===== src/rtl/data_mem_arbiter.sv =====
// Two-requester round-robin arbiter in front of a single-ported data memory.
// One access outstanding at a time: IDLE -> ACCESS (ACC_CYCLES) -> RESP.
module data_mem_arbiter #(
   parameter int unsigned ACC_CYCLES = 1
) (
   input  logic        clk,
   input  logic        rst,
   input  logic        p0_valid,
   input  logic        p1_valid,
   input  logic        p0_write,
   input  logic        p1_write,
   input  logic [8:0]  p0_addr,
   input  logic [8:0]  p1_addr,
   input  logic [31:0] p0_wdata,
   input  logic [31:0] p1_wdata,
   output logic        p0_ready,
   output logic        p1_ready,
   output logic        p0_rvalid,
   output logic        p1_rvalid,
   output logic [31:0] p0_rdata,
   output logic [31:0] p1_rdata,
   output logic        p0_err,
   output logic        p1_err,
   output logic        MemRead,
   output logic        MemWrite,
   output logic [8:0]  mem_addr,
   output logic [31:0] mem_wdata,
   input  logic [31:0] mem_rdata
);

   typedef enum logic [1:0] {IDLE, ACCESS, RESP} state_t;

   localparam logic [3:0] CNT_INIT = 4'(ACC_CYCLES - 1);

   state_t      state_q, state_d;
   logic [3:0]  cnt_q, cnt_d;
   logic        owner_q, owner_d;
   logic        last_q, last_d;
   logic        write_q, write_d;
   logic        err_q, err_d;
   logic [8:0]  addr_q, addr_d;
   logic [31:0] wdata_q, wdata_d;
   logic [31:0] rdata_q, rdata_d;

   logic        idle_ok, gnt0, gnt1;
   logic        in_acc, in_resp;
   logic [8:0]  sel_addr;

   // last_q = 1 means requester 1 was served last, so requester 0 wins a tie
   assign idle_ok  = ~rst & (state_q == IDLE);
   assign gnt0     = idle_ok & p0_valid & (~p1_valid | last_q);
   assign gnt1     = idle_ok & p1_valid & ~gnt0;
   assign sel_addr = gnt1 ? p1_addr : p0_addr;

   always_comb begin
      state_d = state_q;
      cnt_d   = cnt_q;
      owner_d = owner_q;
      last_d  = last_q;
      write_d = write_q;
      err_d   = err_q;
      addr_d  = addr_q;
      wdata_d = wdata_q;
      rdata_d = rdata_q;
      unique case (state_q)
         IDLE: begin
            if (gnt0 | gnt1) begin
               owner_d = gnt1;
               write_d = gnt1 ? p1_write : p0_write;
               addr_d  = sel_addr;
               wdata_d = gnt1 ? p1_wdata : p0_wdata;
               rdata_d = '0;
               err_d   = |sel_addr[1:0];
               cnt_d   = CNT_INIT;
               state_d = (|sel_addr[1:0]) ? RESP : ACCESS;
            end
         end
         ACCESS: begin
            if (cnt_q == 4'd0) begin
               if (!write_q) rdata_d = mem_rdata;
               state_d = RESP;
            end else begin
               cnt_d = cnt_q - 4'd1;
            end
         end
         RESP: begin
            last_d  = owner_q;
            state_d = IDLE;
         end
         default: state_d = IDLE;
      endcase
   end

   always_ff @(posedge clk or posedge rst) begin
      if (rst) begin
         state_q <= IDLE;
         cnt_q   <= '0;
         owner_q <= 1'b0;
         last_q  <= 1'b1;
         write_q <= 1'b0;
         err_q   <= 1'b0;
         addr_q  <= '0;
         wdata_q <= '0;
         rdata_q <= '0;
      end else begin
         state_q <= state_d;
         cnt_q   <= cnt_d;
         owner_q <= owner_d;
         last_q  <= last_d;
         write_q <= write_d;
         err_q   <= err_d;
         addr_q  <= addr_d;
         wdata_q <= wdata_d;
         rdata_q <= rdata_d;
      end
   end

   // Strobes decode the async-reset state, so they drop the moment rst rises
   assign in_acc    = (state_q == ACCESS);
   assign in_resp   = (state_q == RESP);
   assign MemRead   = in_acc & ~write_q;
   assign MemWrite  = in_acc & write_q;
   assign mem_addr  = in_acc ? addr_q : '0;
   assign mem_wdata = in_acc ? wdata_q : '0;

   assign p0_ready  = gnt0;
   assign p1_ready  = gnt1;
   assign p0_rvalid = in_resp & ~owner_q;
   assign p1_rvalid = in_resp & owner_q;
   assign p0_err    = p0_rvalid & err_q;
   assign p1_err    = p1_rvalid & err_q;
   assign p0_rdata  = p0_rvalid ? rdata_q : '0;
   assign p1_rdata  = p1_rvalid ? rdata_q : '0;

endmodule


===== config.mk =====
export PLATFORM = sky130hd
export DESIGN_NAME = data_mem_arbiter
export DESIGN_NICKNAME = d
export VERILOG_FILES = /design/src/rtl/data_mem_arbiter.sv
export SDC_FILE = /design/constraint.sdc
export NUM_CORES = 1
export LEC_CHECK = 0
export CORE_AREA = 4 4 99 124
export CTS_CLUSTER_DIAMETER = 40
export DETAILED_ROUTE_END_ITERATION = 10
export DIE_AREA = 0 0 103 128
export PLACE_DENSITY = 0.79
export RECOVER_POWER = 50
export SLEW_MARGIN = 20
export SYNTH_ARGS = -nofsm -noshare
export SYNTH_HDL_FRONTEND = slang
export SYNTH_SLANG_ARGS = --single-unit
export TNS_END_PERCENT = 1

===== constraint.sdc =====
create_clock -name clk -period 3.3 [get_ports clk]
set_input_delay 0.66 -clock clk [delete_from_list [all_inputs] [get_ports clk]]
set_output_delay 0.66 -clock clk [all_outputs]
set_load 0.03 [all_outputs]

### Word level (Yosys, flattened, before mapping)

Cells that the tools add are included.

* register bits: 83
* input bits: 120
* output and inout bits: 113
* logic and storage cells: 60

* $add $sub $neg: 1
* equal/unequal tests: 6
* mux-type cells: 18
* bitwise gates (word level): 18
* reductions and logical operators: 8

Operators with widths (number)
* 32-bit two-way mux: 7
* 32-bit one-hot mux with 2 select lines: 1
* 9-bit two-way mux: 2
* 1-bit bitwise AND: 11
* 4-bit two-way mux: 2
* 4-bit one-hot mux with 2 select lines: 1
* 2-bit two-way mux: 3
* 1-bit inverter: 5
* 4-bit logical NOT: 1
* 2-bit by 1-bit != test with 1-bit output (second input constant): 2
* 2-bit != test (second input constant): 2
* 2-bit one-hot mux with 2 select lines: 1
* 2-bit AND reduction: 2
* 4-bit AND reduction: 1
* 4-bit by 1-bit subtractor with 4-bit output (second input constant): 1
* 3-bit AND reduction: 1
* 2-bit by 1-bit equality test with 1-bit output (second input constant): 1
* 2-bit equality test (second input constant): 1
* 2-bit logical NOT: 1
* 1-bit OR: 2
* 2-bit nonzero test: 1
* 2-bit OR reduction: 1
* 1-bit two-way mux: 1

### Longest topological paths before layout

* depth after elaboration: 11
* depth in mapped cells: 8

### Least setup slack after synthesis

No wires, ideal clock.

* path kind: reg-to-output
* start: register state_q[0]
* end: output port p1_rdata[23]
* arrival: 1.684 ns
* setup slack: 0.956 ns
* stages on the path, launching flop included: 5
* path buffers: 1
* cells stage by stage: dfrtp_1 nand2b_1 nor2_1 clkbuf_1 and2_1

* longest elaborated chain between the ends: 3

Ends and longest elaborated chain
* from (decl): line 35 `state_t state_q, state_d;`
* from (signal assigned): line 106 `state_q <= state_d;`
* 2-bit equality test: line 120 `assign in_resp = (state_q == RESP);`
* 1-bit bitwise AND: line 129 `assign p1_rvalid = in_resp & owner_q;`
* net p1_rvalid: line 19 `output logic p1_rvalid,`
* 32-bit two-way mux: line 133 `assign p1_rdata = p1_rvalid ? rdata_q : '0;`
* to (decl): line 21 `output logic [31:0] p1_rdata,`

The timed path passes the listed nets, and every way through them passes these cells.

### Worst setup path after layout

* start: register state_q[0]
* end: output port MemWrite

* longest elaborated chain between the ends: 2

Ends and longest elaborated chain
* 2-bit by 1-bit equality test with 1-bit output: line 119 `assign in_acc = (state_q == ACCESS);`
* 1-bit bitwise AND: line 122 `assign MemWrite = in_acc & write_q;`
* to (decl): line 25 `output logic MemWrite,`

Every way passes these cells.

==> impl_metrics.env <==
export IMPL_hold_buffers=0
export IMPL_path_clk_slew_ns=0.06
export IMPL_clock_root_buffer="clkbuf_16"
export IMPL_netlist_instances=457
export IMPL_final_common_cell="clkdlybuf4s50_1"
export IMPL_antenna_found_initial=0
export IMPL_drv_slew=66
export IMPL_drc=0
export IMPL_start_util=0.383
export IMPL_power_switching_mw=1.57
export IMPL_wl_per_cell_um=16.5
export IMPL_clock_latency_ns=0.33
export IMPL_grt_usage=0.204
export IMPL_ir_worst_vdd_uv=344
export IMPL_p_comb_frac=0.382
export IMPL_worstSetupStartpoint="state_q[0]$_DFFE_PP0P_"
export IMPL_wl_um=13500
export IMPL_first_global_vias=4048
export IMPL_dieArea_sq_mm=0.0132
export IMPL_tightest_slew_ns=1.87
export IMPL_grt_max_degree=47
export IMPL_gp_congestion=0.798
export IMPL_tns_ns=0
export IMPL_internal_power_mw=2.73
export IMPL_num_vias=4118
export IMPL_powerDensity_mw_per_mm2=621
export IMPL_die_w_um=103
export IMPL_hold_class="flip-flop to flip-flop"
export IMPL_synth_seq_cells=83
export IMPL_timing_slew_headroom=-0.255
export IMPL_syn_nets=579
export IMPL_max_cap_viol_count=2
export IMPL_rsz0062_at_grt="no"
export IMPL_hold_violations=0
export IMPL_grt_ovfl_total=0
export IMPL_syn_area_sq_mm=0.00425
export IMPL_finalCritPeriodShare=0.899
export IMPL_cts_resized=0
export IMPL_r2r_start="cnt_q[0]$_DFFE_PP0P_"
export IMPL_setup_violations=0
export IMPL_top_usage_layer="met2"
export IMPL_syn_avg_cell_area_sq_um=9.30
export IMPL_io_pins=233
export IMPL_pwr_share_clk=0.217
export IMPL_cp_max_fo=46
export IMPL_ant_nets=0
export IMPL_netlist_area_leader_share=0.483
export IMPL_drt_vias_per_instance=5.04
export IMPL_die_y_um=128
export IMPL_dpl_worst_slack_ns=0.419
export IMPL_worstSetupStartpointType="flip-flop"
export IMPL_core_rowCount=43
export IMPL_drt_iter0_drc=169
export IMPL_cts_sinks=83
export IMPL_p_seq_frac=0.401
export IMPL_end_kind="output port"
export IMPL_numCtsBuffers=9
export IMPL_port_buffers=232
export IMPL_ys_seq_area_frac=0.489
export IMPL_worstHoldPathCells=2
export IMPL_nets=799
export IMPL_grt_pass1_wl_um=20800
export IMPL_first_pass_iters=4
export IMPL_critical_path_class="flip-flop to output port"
export IMPL_core_area_sq_mm=0.0111
export IMPL_required_ns=2.64
export IMPL_power_mw=4.30
export IMPL_dp_hpwl_um=10400
export IMPL_clock_path_buffers=2
export IMPL_layout_setup_ws_ns=0.334
export IMPL_violations="max-capacitance violations, max-slew violations"
export IMPL_crit_arrival_ns=2.31
export IMPL_fin_worst_skew_ns=0.00672
export IMPL_grt_use_met2=0.344
export IMPL_grt_use_met3=0.0523
export IMPL_p_leak_nw=3.00
export IMPL_reg2reg_depth=8
export IMPL_max_freq_ghz=0.337
export IMPL_switching_share=0.365
export IMPL_synth_largest_area_cell="dfrtp_1"
export IMPL_hp_start="wdata_q[12]$_DFFE_PP0P_"
export IMPL_yosysWarnings=0
export IMPL_synth_distinct_cells=31
export IMPL_syn2layout_area_growth_pct=63.1
export IMPL_synthTopCellsByArea="dfrtp_1 (48%), and2_1 (16%), a22o_1 (6.6%)"
export IMPL_n_antenna_cell=0
export IMPL_hold_worst_slack_ns=0.470
export IMPL_fillers=918
export IMPL_period_needed_ns=2.97
export IMPL_final_cell_mix="clkdlybuf4s50_1 (211), and2_1 (108), dfrtp_1 (82), nand2_1 (45), nor2_1 (33)"
export IMPL_grt_use_met1=0.243
export IMPL_cts_tree="built"
export IMPL_h_tree_depth=3
export IMPL_post_cts_setup_buffers=0
export IMPL_post_route_cells_drive_above_1_share=0.0792
export IMPL_status="complete, but fails checks"
## registers in the layout, summed over array words and instances (netlist names)
signal   count
state_q      2
rdata_q     32
owner_q      1
last_q       1
err_q        1
addr_q       9
wdata_q     32
write_q      1
cnt_q        4
## Yosys cell counts
cell type    n
a211oi_1     2
buf_1        1
nor3_4       1
nor3_2       1
dfrtp_1     82
buf_2        8
o21a_1       1
nand2b_1     3
o21ai_1     44
o21ai_0      1
mux2i_1     16
nor3_1       4
clkbuf_1    24
and3_1       1
a21oi_1     28
a21o_1       2
or3b_1       1
mux2_1       1
nand2_1     45
buf_6        1
inv_1        4
nand3_1      3
xor2_1       2
ha_1         2
dfstp_2      1
and2_1     109
nor4b_4      1
a22o_1      32
nor2b_1      1
nor2_1      33
buf_4        2
## kinds of logic (layout without fill, tap and decap cells)
logic type / after synthesis / after routing / share of synthesized area
flip-flops: 83 / 83 / 0.489
buffers and inverters: 40 / 265 / 0.0412
AND/OR/NAND/NOR: 203 / 203 / 0.259
multiplexers: 17 / 17 / 0.0403
adder cells (fa/ha/maj): 2 / 2 / 0.00589
AO/OA/AOI/OAI: 110 / 110 / 0.161
XOR/XNOR: 2 / 2 / 0.00412
## critical path, cell delays in order (launching register included)
cell	delay, ns
dfrtp_1	0.48
nor2b_2	0.19
buf_4	0.37
and2_1	0.24
clkdlybuf4s50_1	0.70
## layer usage
layer,share of wire,wire (um)
met1,0.39,5290
met2,0.50,6750
met3,0.081,1090
met4,0.029,387
met5,0,0
## through the flow
step	util	area (sq um)	instances
2_1_floorplan	-	4250	457
3_3_place_gp	0.603	6680	800
3_5_place_dp	0.603	6680	800
4_1_cts	0.628	6960	816
5_1_grt	0.625	6930	817
6_report	0.625	6930	817
## worst paths after layout
check / to / slack, ns
max: MemWrite / 0.33
min: wdata_q[12]$_DFFE_PP0P_ / 0.47
max reg2reg: rdata_q[17]$_DFFE_PP0P_ / 0.48
min reg2reg: wdata_q[12]$_DFFE_PP0P_ / 0.47
max in group asynchronous: addr_q[3]$_DFFE_PP0P_ / 0.57
min in group asynchronous: rdata_q[4]$_DFFE_PP0P_ / 1.32
## power by group through the flow
stage          clock network [mW]  logic [mW]  registers [mW]
2_1_floorplan                   0        1.12            1.65
3_3_place_gp                    0        1.63            1.72
3_5_place_dp                    0        1.69            1.74
4_1_cts                     0.957        1.70            1.73
5_1_grt                      1.01        1.82            1.79
6_report                    0.934        1.64            1.73
## area by class of cell
class | count | area (sq um) | area share
clock buffer | 12 | 256 | 0.0370
clock inverter | 4 | 25.0 | 0.00361
inverter | 4 | 16.3 | 0.00235
multi-input combinational | 334 | 2000 | 0.289
sequential | 83 | 2080 | 0.300
tap | 135 | 169 | 0.0244
timing repair buffer | 245 | 2390 | 0.344
No activity file was read; power rests on OpenSTA's default activity.
